--- src/rtl/id_ex_hazard_reg_pkg.sv ---
// ---------------------------------------------------------------------------
// id_ex_hazard_reg_pkg
//   Shared definitions for the ID/EX pipeline register and its hazard logic:
//   - stall_state_e : stall FSM state encoding (RUN=0, BR_WAIT=1)
//   - id_ex_ctrl_t  : the control bundle carried from ID into EX
//   - CTRL_BUBBLE   : control bundle of an inserted bubble (all zero)
//   - reg_match()   : operand dependency test against a destination register
// ---------------------------------------------------------------------------
package id_ex_hazard_reg_pkg;

    typedef enum logic {
        RUN     = 1'b0,
        BR_WAIT = 1'b1
    } stall_state_e;

    typedef struct packed {
        logic       reg_dst;
        logic       reg_write;
        logic       mem_read;
        logic       mem_write;
        logic       mem_to_reg;
        logic       alu_src;
        logic [3:0] alu_op;
        logic       uses_rt;
        logic       branch;
    } id_ex_ctrl_t;

    localparam id_ex_ctrl_t CTRL_BUBBLE = '0;

    // $0 is hard-wired to zero, so a write to it can never be a dependency.
    function automatic logic reg_match(input logic [4:0] r,
                                       input logic [4:0] rs,
                                       input logic [4:0] rt,
                                       input logic       uses_rt);
        return (r != 5'd0) && ((r == rs) || (uses_rt && (r == rt)));
    endfunction

endpackage

--- src/rtl/id_ex_hazard_reg_hazard_detect.sv ---
// ---------------------------------------------------------------------------
// hazard_detect
//   Purely combinational hazard classification for the instruction in ID.
//   Ports:
//     id_branch_i, id_uses_rt_i, id_rs_i, id_rt_i : instruction in ID
//     ex_mem_read_i, ex_reg_write_i, ex_write_reg_i : instruction in EX
//     mem_mem_read_i, mem_write_reg_i              : instruction in MEM
//     lu_o  : load in EX feeds an operand in ID
//     ba_o  : branch needs an ALU result still in EX
//     blm_o : branch needs a load result still in MEM
//     ble_o : branch needs a load result still in EX (two-cycle wait)
// ---------------------------------------------------------------------------
module hazard_detect
    import id_ex_hazard_reg_pkg::*;
(
    input  logic       id_branch_i,
    input  logic       id_uses_rt_i,
    input  logic [4:0] id_rs_i,
    input  logic [4:0] id_rt_i,
    input  logic       ex_mem_read_i,
    input  logic       ex_reg_write_i,
    input  logic [4:0] ex_write_reg_i,
    input  logic       mem_mem_read_i,
    input  logic [4:0] mem_write_reg_i,
    output logic       lu_o,
    output logic       ba_o,
    output logic       blm_o,
    output logic       ble_o
);

    logic ex_match;
    logic mem_match;

    always_comb begin
        ex_match  = reg_match(ex_write_reg_i, id_rs_i, id_rt_i, id_uses_rt_i);
        mem_match = reg_match(mem_write_reg_i, id_rs_i, id_rt_i, id_uses_rt_i);

        lu_o  = ex_mem_read_i && ex_match;
        ba_o  = id_branch_i && ex_reg_write_i && !ex_mem_read_i && ex_match;
        blm_o = id_branch_i && mem_mem_read_i && mem_match;
        ble_o = id_branch_i && ex_mem_read_i && ex_match;
    end

endmodule

--- src/rtl/id_ex_hazard_reg.sv ---
// ---------------------------------------------------------------------------
// id_ex_hazard_reg
//   ID/EX pipeline register of a 5-stage MIPS pipe with load-use and
//   branch-compare hazard detection and a saturating stall-cycle counter.
//   Ports:
//     clk, rst        : clock, asynchronous active-high reset
//     Hold            : global freeze, no state changes
//     Flush           : kill the instruction in ID (load a bubble)
//     IF_ID_Rs/Rt/Rd  : register fields of the instruction in ID
//     ID_*            : decoded controls, operands and immediate from ID
//     EX_MemMemRead,
//     EX_MemWriteReg  : load flag / destination of the instruction in MEM
//     ID_Ex_*         : registered copies of the ID fields, plus WriteReg
//     PCWrite         : 0 holds the PC
//     IF_IDWrite      : 0 holds the IF/ID register
//     StallCnt        : total stall cycles, saturating at all-ones
// ---------------------------------------------------------------------------
module id_ex_hazard_reg
    import id_ex_hazard_reg_pkg::*;
#(
    parameter int unsigned DATA_W = 32,
    parameter int unsigned CNT_W  = 16
) (
    input  logic              clk,
    input  logic              rst,
    input  logic              Hold,
    input  logic              Flush,
    input  logic [4:0]        IF_ID_Rs,
    input  logic [4:0]        IF_ID_Rt,
    input  logic [4:0]        IF_ID_Rd,
    input  logic              ID_UsesRt,
    input  logic              ID_Branch,
    input  logic              ID_RegDst,
    input  logic              ID_RegWrite,
    input  logic              ID_MemRead,
    input  logic              ID_MemWrite,
    input  logic              ID_MemtoReg,
    input  logic              ID_ALUSrc,
    input  logic [3:0]        ID_ALUOp,
    input  logic [DATA_W-1:0] ID_ReadData1,
    input  logic [DATA_W-1:0] ID_ReadData2,
    input  logic [DATA_W-1:0] ID_SignExt,
    input  logic              EX_MemMemRead,
    input  logic [4:0]        EX_MemWriteReg,
    output logic              ID_Ex_UsesRt,
    output logic              ID_Ex_Branch,
    output logic              ID_Ex_RegDst,
    output logic              ID_Ex_RegWrite,
    output logic              ID_Ex_MemRead,
    output logic              ID_Ex_MemWrite,
    output logic              ID_Ex_MemtoReg,
    output logic              ID_Ex_ALUSrc,
    output logic [3:0]        ID_Ex_ALUOp,
    output logic [DATA_W-1:0] ID_Ex_ReadData1,
    output logic [DATA_W-1:0] ID_Ex_ReadData2,
    output logic [DATA_W-1:0] ID_Ex_SignExt,
    output logic [4:0]        ID_Ex_Rs,
    output logic [4:0]        ID_Ex_Rt,
    output logic [4:0]        ID_Ex_Rd,
    output logic [4:0]        ID_Ex_WriteReg,
    output logic              PCWrite,
    output logic              IF_IDWrite,
    output logic [CNT_W-1:0]  StallCnt
);

    stall_state_e      state_q, state_d;
    id_ex_ctrl_t       ctrl_q,  ctrl_d, ctrl_in;
    logic [DATA_W-1:0] rd1_q,   rd1_d;
    logic [DATA_W-1:0] rd2_q,   rd2_d;
    logic [DATA_W-1:0] sext_q,  sext_d;
    logic [4:0]        rs_q,    rs_d;
    logic [4:0]        rt_q,    rt_d;
    logic [4:0]        rd_q,    rd_d;
    logic [4:0]        wreg_q,  wreg_d;
    logic [CNT_W-1:0]  cnt_q,   cnt_d;

    logic hz_lu, hz_ba, hz_blm, hz_ble;
    logic stall;

    hazard_detect u_hazard_detect (
        .id_branch_i     (ID_Branch),
        .id_uses_rt_i    (ID_UsesRt),
        .id_rs_i         (IF_ID_Rs),
        .id_rt_i         (IF_ID_Rt),
        .ex_mem_read_i   (ctrl_q.mem_read),
        .ex_reg_write_i  (ctrl_q.reg_write),
        .ex_write_reg_i  (wreg_q),
        .mem_mem_read_i  (EX_MemMemRead),
        .mem_write_reg_i (EX_MemWriteReg),
        .lu_o            (hz_lu),
        .ba_o            (hz_ba),
        .blm_o           (hz_blm),
        .ble_o           (hz_ble)
    );

    always_comb begin
        ctrl_in = '{
            reg_dst:    ID_RegDst,
            reg_write:  ID_RegWrite,
            mem_read:   ID_MemRead,
            mem_write:  ID_MemWrite,
            mem_to_reg: ID_MemtoReg,
            alu_src:    ID_ALUSrc,
            alu_op:     ID_ALUOp,
            uses_rt:    ID_UsesRt,
            branch:     ID_Branch
        };
    end

    // Hazards are only looked at in RUN; BR_WAIT stalls unconditionally.
    always_comb begin
        stall = (state_q == BR_WAIT) ||
                ((state_q == RUN) && (hz_lu || hz_ba || hz_blm || hz_ble));
    end

    always_comb begin
        state_d = state_q;
        ctrl_d  = ctrl_q;
        rd1_d   = rd1_q;
        rd2_d   = rd2_q;
        sext_d  = sext_q;
        rs_d    = rs_q;
        rt_d    = rt_q;
        rd_d    = rd_q;
        wreg_d  = wreg_q;
        cnt_d   = cnt_q;

        if (!Hold) begin
            // Data fields always advance; only the controls are bubbled.
            rd1_d  = ID_ReadData1;
            rd2_d  = ID_ReadData2;
            sext_d = ID_SignExt;
            rs_d   = IF_ID_Rs;
            rt_d   = IF_ID_Rt;
            rd_d   = IF_ID_Rd;
            wreg_d = ID_RegDst ? IF_ID_Rd : IF_ID_Rt;

            if (Flush) begin
                ctrl_d  = CTRL_BUBBLE;
                state_d = RUN;
            end else if (stall) begin
                ctrl_d  = CTRL_BUBBLE;
                state_d = ((state_q == RUN) && hz_ble) ? BR_WAIT : RUN;
            end else begin
                ctrl_d  = ctrl_in;
                state_d = RUN;
            end

            // Counted even when Flush coincides; Flush alone never counts.
            if (stall && (cnt_q != '1)) begin
                cnt_d = cnt_q + CNT_W'(1);
            end
        end
    end

    always_ff @(posedge clk or posedge rst) begin
        if (rst) begin
            state_q <= RUN;
            ctrl_q  <= CTRL_BUBBLE;
            rd1_q   <= '0;
            rd2_q   <= '0;
            sext_q  <= '0;
            rs_q    <= '0;
            rt_q    <= '0;
            rd_q    <= '0;
            wreg_q  <= '0;
            cnt_q   <= '0;
        end else begin
            state_q <= state_d;
            ctrl_q  <= ctrl_d;
            rd1_q   <= rd1_d;
            rd2_q   <= rd2_d;
            sext_q  <= sext_d;
            rs_q    <= rs_d;
            rt_q    <= rt_d;
            rd_q    <= rd_d;
            wreg_q  <= wreg_d;
            cnt_q   <= cnt_d;
        end
    end

    // PC and IF/ID keep running while reset is asserted.
    always_comb begin
        PCWrite    = rst || (!Hold && !stall);
        IF_IDWrite = rst || (!Hold && !stall);
    end

    assign ID_Ex_UsesRt    = ctrl_q.uses_rt;
    assign ID_Ex_Branch    = ctrl_q.branch;
    assign ID_Ex_RegDst    = ctrl_q.reg_dst;
    assign ID_Ex_RegWrite  = ctrl_q.reg_write;
    assign ID_Ex_MemRead   = ctrl_q.mem_read;
    assign ID_Ex_MemWrite  = ctrl_q.mem_write;
    assign ID_Ex_MemtoReg  = ctrl_q.mem_to_reg;
    assign ID_Ex_ALUSrc    = ctrl_q.alu_src;
    assign ID_Ex_ALUOp     = ctrl_q.alu_op;
    assign ID_Ex_ReadData1 = rd1_q;
    assign ID_Ex_ReadData2 = rd2_q;
    assign ID_Ex_SignExt   = sext_q;
    assign ID_Ex_Rs        = rs_q;
    assign ID_Ex_Rt        = rt_q;
    assign ID_Ex_Rd        = rd_q;
    assign ID_Ex_WriteReg  = wreg_q;
    assign StallCnt        = cnt_q;

endmodule

--- config.mk ---
export PLATFORM = sky130hd
export DESIGN_NAME = id_ex_hazard_reg
export DESIGN_NICKNAME = d
export VERILOG_FILES = /design/src/rtl/id_ex_hazard_reg_pkg.sv /design/src/rtl/id_ex_hazard_reg_hazard_detect.sv /design/src/rtl/id_ex_hazard_reg.sv
export SDC_FILE = /design/constraint.sdc
export NUM_CORES = 1
export LEC_CHECK = 0
export CAP_MARGIN = 30
export CORE_ASPECT_RATIO = 0.8
export CORE_MARGIN = 5
export CORE_UTILIZATION = 41
export DETAILED_ROUTE_END_ITERATION = 12
export PLACE_DENSITY = 0.78
export REMOVE_ABC_BUFFERS = 1
export SYNTH_ARGS = -nofsm -noshare
export SYNTH_HDL_FRONTEND = slang
export SYNTH_SLANG_ARGS = --single-unit
--- constraint.sdc ---
create_clock -name clk -period 8.65 [get_ports clk]
set_input_delay 1.73 -clock clk [delete_from_list [all_inputs] [get_ports clk]]
set_output_delay 1.73 -clock clk [all_outputs]
set_load 0.005 [all_outputs]
==> results by group <==
Clock tree
  • Sink Count: roughly 150
  • Total CTS buffers: 17
  • Post-CTS setup buffers: 0
  • Cts repair resizes: 0
  • Max Buffers Root-to-Sink: 2
  • Clock Latency Late Sink: between 0.4 and 0.5 ns
  • Hold Buf Count CTS: 0
  • # H-tree levels: 4
  • CTS tree: built
  • Clk root buf: clkbuf_16
  • Clock transition at path regs: 0.06 ns

Setup path
  • WS Path Type: in2out
  • Critical path data arrival time: 4.36 ns
  • Worst reg2reg path endpoint: StallCnt[1]
  • Critical path launch point type: input pin
  • CP max FO: 3
  • R2r startpoint: StallCnt[0]
  • Flop2flop setup slack: 5.95 ns
  • Crit. End Element: primary output
  • CP required: 6.92 ns
  • Worst r2r path cells: 6

Place
  • GP Congestion: 0.848
  • Hpwl dp: 12300 µm
  • # port buffers: 278
  • Worst Setup Slack post-DPL: 2.59 ns

Power and ir drop
  • Leakage power: 3.93 nW
  • Pwr dens: 200 mW/mm²
  • Final Power: 1.89 mW
  • Peak supply drop: 0.127 mV

STA
  • Slew HR: 30.1%
  • RSZ-0062 raised after global routing: false
  • Fin crit share: 70.3%
  • Sum Neg Setup Slack: 0 ns
  • Worst Skew: slightly above 0.006 ns
  • Fin. max-slew vios: 0
  • Max Freq: 164 MHz
  • Final setup fails: 0
  • Final setup margin: 2.56 ns
  • Min Tclk post-route: 6.09 ns
  • Hold Worst Slack: 0.502 ns
  • Worst-margin pin slew: 1.05 ns
  • Fin. Hold Viols: 0

Die
  • Die W: approximately 140 µm
  • Die area: about 0.017 mm²
  • Initial core utilization: 41.6%
  • Row cnt: 39
  • I/O pin count: 279
  • Die extent in y: 117 µm
  • Core Area: 0.0142 mm²

Route
  • Routed wire length: 16500 µm
  • DRC viols: 0
  • Post-route ant nets: 0
  • Vias: 4347
  • Drt first-iter violations: 136
  • Vias/cell: 4.94
  • Drt wl/cell: 18.8 µm
  • Pre-antenna DRT Iters: 4

Global routing
  • Global-route wire length before repair: 25300 µm
  • GR peak layer: met2
  • Largest net degree at the start of global routing: 89
  • Met2 Use GR: 33.7%
  • Vias in the first global route: 4809
  • Met3 usage: 8.45%
  • Grt met1 use: 22.0%
  • Overflow after GRT: 0
  • Initial antenna violation count: 0
  • Tot GR Track Use: 19.6%

Run status
  • Status: complete, no violations

Yosys
  • Mapped Cells: 404
  • Library cells used by synthesis: 35
  • Ys Warns: 0
  • Syn avg cell area: roughly 15 µm²
  • Syn Std Cell Area: 0.00588 mm²
  • Register area share after synthesis: 61.7%
  • Yosys reg bits: between 100 and 150

Cells and area
  • Layout overhead on the synthesized area: 60.6%
  • Final #Nets: 817
  • Diodes inserted: 0
  • Layout cells sized above 1: 21.6%

Hold path
  • Worst min-delay path class: reg2reg
  • Worst min-delay path startpoint: ID_Ex_SignExt[21]
  • Worst hold stages: 1
  • Worst Hold End: ID_Ex_SignExt[21]

Job
  • Max-cap violation count: 0
Yosys cell counts:
| master | number | share of area [%] |
|---|---|---|
| a21oi_1 | 2 | 0.17 |
| a221oi_4 | 1 | 0.45 |
| a22o_1 | 12 | 1.8 |
| and2_1 | 1 | 0.11 |
| and4bb_2 | 1 | 0.21 |
| buf_1 | 1 | 0.064 |
| buf_2 | 1 | 0.085 |
| buf_4 | 2 | 0.26 |
| buf_6 | 1 | 0.19 |
| clkbuf_1 | 15 | 0.96 |
| dfrtp_1 | 145 | 62 |
| ha_1 | 1 | 0.21 |
| inv_1 | 3 | 0.19 |
| mux2_2 | 111 | 21 |
| mux2_4 | 1 | 0.26 |
| mux2i_1 | 5 | 0.85 |
| nand2_1 | 16 | 1.0 |
| nand3_1 | 10 | 0.85 |
| nand4_1 | 5 | 0.53 |
| nor2_1 | 6 | 0.38 |
| nor2_2 | 1 | 0.11 |
| nor3_1 | 7 | 0.60 |
| nor3b_1 | 1 | 0.13 |
| nor4_1 | 5 | 0.53 |
| nor4b_1 | 2 | 0.30 |
| o21ai_0 | 5 | 0.43 |
| o21bai_1 | 1 | 0.13 |
| o22ai_1 | 1 | 0.11 |
| o311a_1 | 1 | 0.17 |
| o31ai_1 | 1 | 0.13 |
| o32ai_2 | 1 | 0.28 |
| o41ai_1 | 1 | 0.15 |
| or3_1 | 2 | 0.21 |
| xnor2_1 | 20 | 3.0 |
| xor2_1 | 15 | 2.2 |
cells by family (layout without fill, tap and decap cells):
family / after synthesis / count (layout) / share of synthesized area, %
flip-flops: 145 / 145 / 61.7
adder cells (fa/ha/maj): 1 / 1 / 0.213
AND/OR/NAND/NOR: 57 / 57 / 4.98
multiplexers: 117 / 117 / 22.4
buffers and inverters: 23 / 315 / 1.74
AO/OA/AOI/OAI: 26 / 26 / 3.79
XOR/XNOR: 35 / 35 / 5.21
critical path, stage by stage:
cell	delay (ns)
clkdlybuf4s50_1	0.50
or3_1	0.41
o311a_1	0.35
and2_1	0.19
o41ai_1	0.56
clkdlybuf4s50_1	0.62
layout by cell type, fill, tap and decap left out, types with 2 or more instances in the layout:
master,n
clkbuf_1,2
nor4b_1,2
clkbuf_8,5
clkbuf_16,17
or3_1,2
dfrtp_1,145
nand4_1,5
a22o_1,12
o21ai_0,5
a21oi_1,2
xnor2_1,20
clkinvlp_4,2
nor2_1,6
mux2i_1,5
nand3_1,10
nor4_1,5
inv_1,2
nand2_1,16
buf_4,3
nor3_1,7
clkinv_2,2
bufinv_16,3
mux2_2,111
inv_6,2
clkdlybuf4s50_1,277
xor2_1,15
sequential cells by signal (all words and copies together), names as in the netlist:
| register | flops |
|---|---|
| ID_Ex_ALUOp | 4 |
| ID_Ex_ReadData1 | 32 |
| ID_Ex_MemtoReg | 1 |
| ID_Ex_MemRead | 1 |
| ID_Ex_UsesRt | 1 |
| ID_Ex_WriteReg | 5 |
| ID_Ex_MemWrite | 1 |
| ID_Ex_Branch | 1 |
| StallCnt | 16 |
| ID_Ex_RegDst | 1 |
| ID_Ex_Rt | 5 |
| state_q | 1 |
| ID_Ex_ReadData2 | 32 |
| ID_Ex_ALUSrc | 1 |
| ID_Ex_SignExt | 32 |
| ID_Ex_Rs | 5 |
| ID_Ex_Rd | 5 |
| ID_Ex_RegWrite | 1 |
worst max path at each step:
stage,to,cells past startpoint,start
2_1_floorplan,IF_IDWrite,2,rst
3_3_place_gp,PCWrite,6,EX_MemWriteReg[1]
3_5_place_dp,IF_IDWrite,6,EX_MemWriteReg[1]
4_1_cts,IF_IDWrite,6,EX_MemWriteReg[1]
5_1_grt,IF_IDWrite,6,EX_MemWriteReg[1]
6_report,PCWrite,6,EX_MemWriteReg[1]
power by group:
part           switching, mW  internal (mW)  leakage [nW]
Clock                  0.274          0.492         0.303
Sequential            0.0424          0.743          1.74
Combinational          0.110          0.227          1.88
Total                  0.426           1.46          3.93
metrics by stage:
stage,utilization [%],std cells,cell area (µm²)
finish,66.7,880,9450
global route,66.7,880,9450
CTS,66.7,880,9450
detailed placement,62.3,848,8820
global placement,62.3,848,8820
floorplan,-,384,5790
routing by layer:
metal,vias up,wire [µm]
li1,1996,-
met1,2132,6100
met2,193,8340
met3,26,1740
met4,0,328
met5,-,0
final cells by class:
cell class	count	area, µm²
tap	184	230
inverter	3	16.3
clock buffer	24	502
timing repair buffer	280	2800
multi-input combinational	236	2150
clock inverter	8	124
fill	1009	4710
sequential	145	3630
Power figures use the tool's default switching activity.
